===== config.mk =====
export PLATFORM = sky130hd
export DESIGN_NAME = wr_port_arbiter
export DESIGN_NICKNAME = d
export VERILOG_FILES = /design/src/rtl/wr_port_arbiter.sv
export SDC_FILE = /design/constraint.sdc
export NUM_CORES = 1
export LEC_CHECK = 0
export ABC_AREA = 1
export BUFFER_PORTS_ARGS = -buffer_cell sky130_fd_sc_hd__buf_2
export CAP_MARGIN = 30
export CORE_MARGIN = 4
export CORE_UTILIZATION = 49
export DETAILED_ROUTE_END_ITERATION = 10
export MAX_ROUTING_LAYER = met4
export PLACE_DENSITY = 0.78
export SETUP_SLACK_MARGIN = 0.5
export SLEW_MARGIN = 20
export SYNTH_ARGS = -nofsm -noshare
export SYNTH_HDL_FRONTEND = slang
export SYNTH_SLANG_ARGS = --single-unit

===== constraint.sdc =====
create_clock -name clk -period 3.6 [get_ports clk]
set_clock_uncertainty 0.2 [all_clocks]
set_input_delay 0 -clock clk [delete_from_list [all_inputs] [get_ports clk]]
set_output_delay 0 -clock clk [all_outputs]
set_load 0.03 [all_outputs]

===== src/rtl/wr_port_arbiter.sv =====
// wr_port_arbiter
// Round-robin arbiter that shares one register-file write port among four
// requesters. The grant is registered and presented two ways: a 2-bit index
// plus enable (drives a 2-to-4 decoder's in/en pins) and the equivalent
// one-hot vector. A requester may lock the grant for multi-cycle transfers,
// but only for MAX_HOLD consecutive cycles while others are waiting.
//
// Ports:
//   clk      in   1  system clock, rising edge
//   reset    in   1  asynchronous, active-high reset
//   req      in   4  level request per requester
//   lock     in   4  keep-grant request, only meaningful with matching req
//   gnt_idx  out  2  index of current owner (decoder in)
//   gnt_en   out  1  a grant is active (decoder en)
//   gnt      out  4  one-hot grant, zero when idle
//   hold_cnt out  4  consecutive cycles the owner has held the grant, 0 idle
module wr_port_arbiter #(
    parameter int unsigned MAX_HOLD = 4
) (
    input  logic       clk,
    input  logic       reset,
    input  logic [3:0] req,
    input  logic [3:0] lock,
    output logic [1:0] gnt_idx,
    output logic       gnt_en,
    output logic [3:0] gnt,
    output logic [3:0] hold_cnt
);

    localparam logic [3:0] MAX_HOLD_C = 4'(MAX_HOLD);

    typedef enum logic {
        IDLE  = 1'b0,
        GRANT = 1'b1
    } state_t;

    state_t     state_q, state_d;
    logic [1:0] ptr_q, ptr_d;
    logic [1:0] gnt_idx_q, gnt_idx_d;
    logic [3:0] gnt_q, gnt_d;
    logic [3:0] hold_cnt_q, hold_cnt_d;

    logic       new_grant;
    logic [1:0] new_idx;
    logic [1:0] owner;
    logic [1:0] owner_nxt;
    logic [3:0] others;
    logic [3:0] gnt_dec;

    // First set bit of r, searching base, base+1, base+2, base+3 (mod 4).
    // Walking the offsets downward lets the smallest offset win last.
    function automatic logic [1:0] rr_pick(input logic [1:0] base,
                                           input logic [3:0] r);
        logic [1:0] pick;
        pick = base;
        for (int k = 3; k >= 0; k--) begin
            if (r[base + 2'(k)]) begin
                pick = base + 2'(k);
            end
        end
        return pick;
    endfunction

    assign owner     = gnt_idx_q;
    assign owner_nxt = gnt_idx_q + 2'd1;
    assign others    = req & ~(4'b0001 << owner);

    always_comb begin
        state_d    = state_q;
        ptr_d      = ptr_q;
        gnt_idx_d  = gnt_idx_q;
        hold_cnt_d = hold_cnt_q;
        new_grant  = 1'b0;
        new_idx    = 2'd0;

        case (state_q)
            IDLE: begin
                if (|req) begin
                    new_grant = 1'b1;
                    new_idx   = rr_pick(ptr_q, req);
                end
            end
            GRANT: begin
                if (!req[owner]) begin
                    // Owner released: hand over without an idle bubble.
                    if (|others) begin
                        new_grant = 1'b1;
                        new_idx   = rr_pick(owner_nxt, others);
                    end else begin
                        state_d    = IDLE;
                        hold_cnt_d = 4'd0;
                    end
                end else if (!lock[owner]) begin
                    // Single beat: owner competes last, re-granted only if alone.
                    new_grant = 1'b1;
                    new_idx   = rr_pick(owner_nxt, req);
                end else if (hold_cnt_q < MAX_HOLD_C) begin
                    hold_cnt_d = hold_cnt_q + 4'd1;
                end else if (|others) begin
                    // Lock budget exhausted and someone is waiting: rotate.
                    new_grant = 1'b1;
                    new_idx   = rr_pick(owner_nxt, others);
                end else begin
                    hold_cnt_d = MAX_HOLD_C;
                end
            end
            default: begin
                state_d    = IDLE;
                hold_cnt_d = 4'd0;
            end
        endcase

        if (new_grant) begin
            state_d    = GRANT;
            gnt_idx_d  = new_idx;
            ptr_d      = new_idx + 2'd1;
            hold_cnt_d = 4'd1;
        end
    end

    // One-hot view of the next index, gated to zero when going idle.
    for (genvar gi = 0; gi < 4; gi++) begin : g_dec
        assign gnt_dec[gi] = (gnt_idx_d == 2'(gi));
    end
    assign gnt_d = (state_d == GRANT) ? gnt_dec : 4'b0000;

    always_ff @(posedge clk or posedge reset) begin
        if (reset) begin
            state_q    <= IDLE;
            ptr_q      <= 2'd0;
            gnt_idx_q  <= 2'd0;
            gnt_q      <= 4'b0000;
            hold_cnt_q <= 4'd0;
        end else begin
            state_q    <= state_d;
            ptr_q      <= ptr_d;
            gnt_idx_q  <= gnt_idx_d;
            gnt_q      <= gnt_d;
            hold_cnt_q <= hold_cnt_d;
        end
    end

    assign gnt_idx  = gnt_idx_q;
    assign gnt_en   = (state_q == GRANT);
    assign gnt      = gnt_q;
    assign hold_cnt = hold_cnt_q;

endmodule

==> impl_metrics.yaml, run 1 <==
clock_tree:
  cts_tree: "yes"
  cts_made_buffers: 3
  cts_resized: 0
  cts.sinks: 13
  post_cts_buffers: 0
  root_buffer: "clkbuf_4"
  h-tree-depth: 1
  clkLatencyLatePin_ps: 280
  holdBufCountCts: 2
  clkTransAtPathRegs_ps: 90
  cts_buffer_depth: 2
worst_setup_path:
  r2r-end: "gnt[1]"
  slowest_stage: "ha_1"
  cp_max_fo: 22
  r2r-start: "gnt_idx[0]"
  crit_chain: "buf_4 > inv_4 > ha_1 > xor2_2 > nand2_1 > nand2_1 > nand2_1 > nand2_1 > nand2_1 > nand2_1 > nand2_1 > nand2_1 > nand3_2 > nand2_2 > nand2_2 > nand2_1 > nor2_1"
  reg2regPathDepth: 17
  max_stage_delay_ps: 500
  critPathLaunchType: "flip-flop"
  crit_type: "reg -> reg"
  end_kind: "flip-flop"
  rrSetupSlack_ps: 860
  arrival_ps: 2730
  worstPathRequired_ps: 3590
  crit_path_frequent_cell: "nand2_1"
finish:
  final_cell_mix: "nand2_1 (85), inv_1 (23), nand3_1 (23)"
  nNetsFinal: 257
  n_fill_cell: 287
  fin_util_pct: 58.9
  drive_gt1_share_pct: 23.2
  n_antenna_cell: 0
  synthToLayoutAreaGrowth_pct: 10.2
  final_common_cell: "nand2_1"
logic_synthesis:
  synth_area_um2: 1370
  synth_area_per_cell_um2: 6.26
  synth_seq_cells: 13
  synthesis.nets: 234
  synth_warnings: 0
  synth_cell_types: 27
  synth_cells: 219
  ys_seq_area_share_pct: 23.7
place:
  routabilityCongestion: 0.908
  io_buffers: 20
  dp_hpwl_um: 2520
routing:
  drt_wl_total_um: 3130
  drt-pass1-iter-count: 4
  vias_per_cell: 5.15
  vias: 1396
  drc: 0
  first_iter_violations: 75
  antenna_left: 0
  post_drt_wl_per_cell_um: 11.5
die:
  rows: 18
  die_height_um: 60.9
  ios: 21
  dieArea_um2: 3710
  core_um2: 2570
  initial_core_util_pct: 53.4
  die_x_um: 60.9
sta:
  finalHoldViolations: 0
  max_freq_ghz: 0.365
  worst_pin_slew_ps: 486
  fin_tns_setup_ps: 0
  drv_slew: 0
  min_period_ps: 2740
  slew_headroom_pct: 67.6
  rsz0062_at_grt: "no"
  setup_violations: 0
  fin_crit_sh_pct: 76.1
grt:
  grt_pass1_wl_um: 5460
  antenna_found_initial: 0
  grt_remaining_overflow: 0
  grt_pass1_vias: 1221
  grt_max_degree: 23
  track_usage_pct: 19.9
run_status:
  status: "finished, final reports clean"
worst_hold_path:
  whs_endpoint: "hold_cnt[3]"
  min_from: "req[2]"
  holdPathStages: 4
  hold_class: "in -> reg"
run:
  maxCapViolCount: 0
## final cells by class
cell class | count | area [µm²] | area share (%)
tap | 30 | 37.5 | 2.48
clock buffer | 3 | 22.5 | 1.49
sequential | 13 | 325 | 21.5
multi-input combinational | 170 | 875 | 57.9
inverter | 31 | 119 | 7.86
clock inverter | 1 | 5.00 | 0.331
timing repair buffer | 23 | 128 | 8.44
## flip-flops by register name, indices dropped and copies added (netlist names)
signal and count:
hold_cnt 4, gnt_idx 2, gnt_en 1, ptr_q 2, gnt 4
## worst max-delay path by stage
stage / from / end / cells after the start
6_report: gnt_idx[0] / gnt[1] / 17
5_1_grt: gnt_idx[0] / ptr_q[1] / 13
4_1_cts: gnt_idx[0] / gnt[1] / 17
3_5_place_dp: gnt_idx[0] / gnt[1] / 17
3_3_place_gp: gnt_idx[0] / gnt[3] / 13
2_1_floorplan: gnt_idx[0] / gnt[3] / 19
## cell families (layout without fill, tap and decap cells)
group | Yosys count | after routing | share of synthesized area [%]
AND/OR/NAND/NOR | 141 | 141 | 46.5
buffers and inverters | 36 | 58 | 12.5
AO/OA/AOI/OAI | 21 | 21 | 9.67
flip-flops | 13 | 13 | 23.7
adder cells (fa/ha/maj) | 5 | 5 | 4.56
XOR/XNOR | 3 | 3 | 3.01
## per-layer routing
layer	routed length (µm)	up-vias	track usage, %
met5	0	-	-
li1	-	735	-
met4	0	0	3.10
met2	1460	42	30.1
met1	1440	619	28.3
met3	224	0	3.19
## cells in the mapped netlist, drive strengths merged
library cell | number | area, µm²
xnor2 | 1 | 16.3
xor2 | 2 | 25.0
inv | 31 | 119
a21oi | 3 | 26.3
nand4 | 2 | 12.5
dfrtp | 13 | 325
nor3b | 1 | 7.51
nand2 | 94 | 375
a21boi | 1 | 11.3
buf | 5 | 52.5
o21ai | 15 | 78.8
nand3 | 30 | 185
o2111ai | 1 | 8.76
o211ai | 1 | 7.51
nor2 | 14 | 57.6
ha | 5 | 62.6
## critical path, delay by kind of cell, from the launching register on
family	cells	cell delay (ps)
adders and majority gates	1	500
DFF	1	350
buffers and inverters	2	410
and+or+nand+nor	13	930
xor gates and xnor gates	1	260
## through the flow
stage	cell area (µm²)	worst slack [ps]	hold slack (ps)	std cells
after global routing	1510	656	86.0	271
after detailed placement	1460	934	-165	265
after CTS	1510	865	44.3	271
after floorplan	1370	932	-323	219
final	1510	859	52.4	271
after global placement	1460	962	-165	265
Power of run 1 is left out: the tool's default activity adds up to more than one toggle a clock period on the data nets, which glitch-free logic cannot reach.
==> inputs of run 2 (changes only) <==
clock period = 2.7 ns   (was 3.6 ns; I/O delays follow)
==> run 2 against run 1 <==
Fmax grew 20%. Flip-flop and latch count stayed put. Via count is 4.5% higher. Global-route usage fell by 0.15 points. Design area is 10% higher. First-iteration DRC count down 16%. Setup slack worse by 450 ps. Critical path depth down 3.
==> impl_metrics.yaml, run 2 (synthesized netlist as in run 1, its figures left out) <==
finish:
  ff_latch_area_um2: 327
  final_cell_mix: "nand2_1 (80), nand3_1 (22), buf_2 (20)"
  multiInputGateArea_um2: 956
  n_fill_cell: 241
  synthToLayoutAreaGrowth_pct: 21.4
  drive_gt1_share_pct: 32.7
  n_antenna_cell: 0
  nNetsFinal: 264
  final_common_cell: "nand2_1"
clock_tree:
  clkTransAtPathRegs_ps: 70
  clkLatencyLatePin_ps: 280
  root_buffer: "clkbuf_4"
  cts_buffer_depth: 2
  cts.sinks: 13
  cts_tree: "yes"
  h-tree-depth: 1
  cts_made_buffers: 3
grt:
  antenna_found_initial: 0
  grt_max_degree: 17
  grt_pass1_wl_um: 5400
  grt_remaining_overflow: 0
  track_usage_pct: 19.7
  grt_pass1_vias: 1272
die:
  initial_core_util_pct: 53.4
  die_height_um: 60.9
  dieArea_um2: 3710
  rows: 18
  ios: 21
  die_x_um: 60.9
  core_um2: 2570
worst_setup_path:
  critPathLaunchType: "flip-flop"
  crit_chain: "buf_4 > buf_12 > o21ai_2 > nand2_1 > nand2_2 > nand2_1 > nand3_2 > nor2_1 > nand2_1 > nand2_2 > a21oi_4 > inv_2 > nor2_2 > nor2_1"
  slowest_stage: "dfrtp_2"
  arrival_ps: 2260
  crit_type: "reg -> reg"
  crit_path_frequent_cell: "nand2_1"
  end_kind: "flip-flop"
  worstPathRequired_ps: 2670
  max_stage_delay_ps: 450
  cp_max_fo: 16
routing:
  drc: 0
  vias_per_cell: 5.25
  first_iter_violations: 63
  drt-pass1-iter-count: 4
  vias: 1459
  post_drt_wl_per_cell_um: 11.9
  drt_wl_total_um: 3320
  antenna_left: 0
sta:
  worst_pin_slew_ps: 487
  max_freq_ghz: 0.436
  fin_crit_sh_pct: 84.9
  slew_headroom_pct: 67.5
  finalHoldViolations: 0
  setup_violations: 0
  min_period_ps: 2290
  fin_tns_setup_ps: 0
  drv_slew: 0
  rsz0062_at_grt: "yes"
place:
  routabilityCongestion: 0.908
  dp_hpwl_um: 2440
  io_buffers: 20
worst_hold_path:
  hold_class: "in -> reg"
run:
  maxCapViolCount: 0
run_status:
  status: "finished, final reports clean"
==> run 2: changes by cell type in the layout (fill, tap and decap cells not counted), moves of 3 or more <==
| cell | previous run | this run |
|---|---|---|
| buf_4 | 1 | 6 |
| nand2_1 | 85 | 80 |
| inv_2 | 7 | 12 |
| inv_1 | 23 | 18 |
| nand2_2 | 9 | 12 |
==> run 2: layout make-up <==
cell class / count / share of cell area [%]
sequential: 13 / 19.6
tap: 30 / 2.25
multi-input combinational: 170 / 57.4
clock buffer: 4 / 1.58
timing repair buffer: 30 / 11.9
inverter: 31 / 7.29
==> run 2: worst paths after layout <==
kind	end	slack [ps]	startpoint	depth (start not counted)
worst max-delay path	gnt[2]	410	gnt_idx[0]	14
worst min-delay path	hold_cnt[3]	10	req[0]	4
worst max register to register	gnt[2]	410	gnt_idx[0]	14
worst min register to register	hold_cnt[2]	330	hold_cnt[2]	2
max in group asynchronous	gnt_idx[0]	1860	reset	3
min in group asynchronous	hold_cnt[0]	80	reset	3
==> run 2: stage by stage <==
step                worst slack [ps]  cells  utilization, %  cell area (µm²)  hold WS, ps
floorplan                        231    219               -             1420         -323
global placement                 284    265            58.4             1500         -168
detailed placement               310    265            58.4             1500         -166
CTS                              495    276            62.2             1600         17.7
global route                     291    278            64.9             1670         78.4
finish                           409    278            64.9             1670         12.9
==> run 2: timing repair <==
item / 4_1_cts / 5_1_grt
hold buffers: 1 / 0
gates resized for setup: 8 / 16
endpoints found under the setup margin: 8 / 8
buffers inserted: 6 / 2
endpoints found under the hold margin: 13 / 0
pin swaps: 6 / 7
gates cloned: 0 / 0
==> run 2: worst max-delay path, delay by kind of cell, from the launching register on <==
family	cells	cell delay [ps]
simple gates	9	800
buf+inv	3	370
flops	1	450
compound gates	2	370
==> run 2: per-layer routing <==
metal  up-vias  part of all wire (%)  global-route usage (%)
met5         -                     0                       -
met4         0                   1.1                    5.57
met3         5                   6.2                    2.77
met2        54                    47                    30.7
met1       651                    46                    26.6
li1        749                     -                       -
Power of run 2 is left out for the same reason.
==> inputs of run 3 (changes only) <==
PLACE_DENSITY = 0.81   (was 0.78)
clock period = 2.06 ns   (was 2.7 ns; I/O delays follow)
==> run 3 against run 2 <==
The run now ends with setup timing left. First-iteration DRC count increased by 89%. Fmax about the same. Hold slack improved by 13 ps. Register-to-register slack got worse by 640 ps. Via count increased by 9.0%. Flip-flop and latch count unchanged.
==> impl_metrics.yaml, run 3 (synthesized netlist as in run 1, its figures left out) <==
worst_hold_path:
  hold_class: "in -> reg"
sta:
  finalWorstSetupSlack_ps: -230
  worst_pin_slew_ps: 489
  drv_slew: 0
  whs_ps: 25.4
  slew_headroom_pct: 67.4
  min_period_ps: 2290
  finalHoldViolations: 0
  fin_crit_sh_pct: 111
  rsz0062_at_grt: "yes"
  setup_violations: 10
  max_freq_ghz: 0.437
die:
  die_height_um: 60.9
  die_x_um: 60.9
  initial_core_util_pct: 53.4
  ios: 21
  rows: 18
  dieArea_um2: 3710
  core_um2: 2570
clock_tree:
  cts_tree: "yes"
  clkLatencyLatePin_ps: 290
  h-tree-depth: 1
  clkTransAtPathRegs_ps: 80
  cts_buffer_depth: 2
  cts.sinks: 13
  root_buffer: "clkbuf_4"
  cts_made_buffers: 3
grt:
  grt_max_degree: 15
  grt_remaining_overflow: 0
  grt_pass1_wl_um: 6490
  antenna_found_initial: 0
  grt_pass1_vias: 1422
  track_usage_pct: 24.1
worst_setup_path:
  arrival_ps: 2270
  cp_max_fo: 5
  critPathLaunchType: "flip-flop"
  worstPathRequired_ps: 2040
  crit_type: "reg -> reg"
  end_kind: "flip-flop"
routing:
  post_drt_wl_per_cell_um: 15.0
  antenna_left: 0
  drc: 0
  first_iter_violations: 119
  drt_wl_total_um: 4390
  vias: 1591
  drt-pass1-iter-count: 4
  vias_per_cell: 5.45
finish:
  nNetsFinal: 278
  n_fill_cell: 193
  drive_gt1_share_pct: 39.7
  synthToLayoutAreaGrowth_pct: 35.9
  final_common_cell: "nand2_1"
  final_cell_mix: "nand2_1 (78), nand3_1 (21), buf_2 (20), buf_4 (20), inv_1 (18)"
  fin_util_pct: 72.6
  n_antenna_cell: 0
place:
  io_buffers: 20
  dp_hpwl_um: 2750
  routabilityCongestion: 0.858
run_status:
  failed_checks: "setup timing"
  status: "finished, violations left"
run:
  maxCapViolCount: 0
run 3: final timing paths:
| path | from | to | slack, ps | cells after the start |
|---|---|---|---|---|
| min in group asynchronous | reset | gnt[1] | 80 | 3 |
| hold / removal | req[0] | hold_cnt[3] | 30 | 4 |
| hold reg to reg | hold_cnt[2] | hold_cnt[2] | 330 | 2 |
| max in group asynchronous | reset | gnt_idx[0] | 1220 | 3 |
| setup / recovery | gnt_idx[0] | gnt[3] | -230 | 16 |
| setup reg to reg | gnt_idx[0] | gnt[3] | -230 | 16 |
run 3: area by class of cell:
type                       instances  area, µm²  area share (%)
multi-input combinational        170       1060            56.7
sequential                        13        327            17.5
timing repair buffer              44        294            15.8
inverter                          31        121            6.51
tap                               30       37.5            2.01
clock buffer                       4       26.3            1.41
run 3: timing repair:
item,in CTS,in global routing
hold buffers,1,0
pin swaps,10,8
setup endpoints to repair,12,12
hold endpoints to repair,13,0
setup buffers,4,2
resized for setup,24,15
run 3: worst max-delay path: stages (launching register included):
cell and delay, ps:
dfrtp_2 440, inv_4 50, ha_4 330, xor2_4 220, nand2_1 120, nand2_1 70, nand2_1 40, nand2_1 70
nand2_1 50, nand2_1 60, nand2_1 70, nand2_2 80, nand3_4 90, nand2_4 90, nand2_2 70, nand2_2 70
nor2_1 50
run 3: stage by stage:
step / worst slack, ps / cells / cell area (µm²) / TNS [ps]
after detailed placement: -146 / 281 / 1630 / -636
after global placement: -78.3 / 281 / 1630 / -330
after global routing: -361 / 292 / 1860 / -2940
after CTS: -146 / 290 / 1780 / -694
after floorplan: -409 / 219 / 1430 / -2920
final: -230 / 292 / 1860 / -1420
run 3: per-layer routing:
metal	global-route usage [%]	routed length, µm	vias up
met3	3.40	334	19
met2	39.2	2160	85
met5	-	0	-
li1	-	-	779
met4	8.36	140	0
met1	30.5	1760	708
Power of run 3 is left out for the same reason.
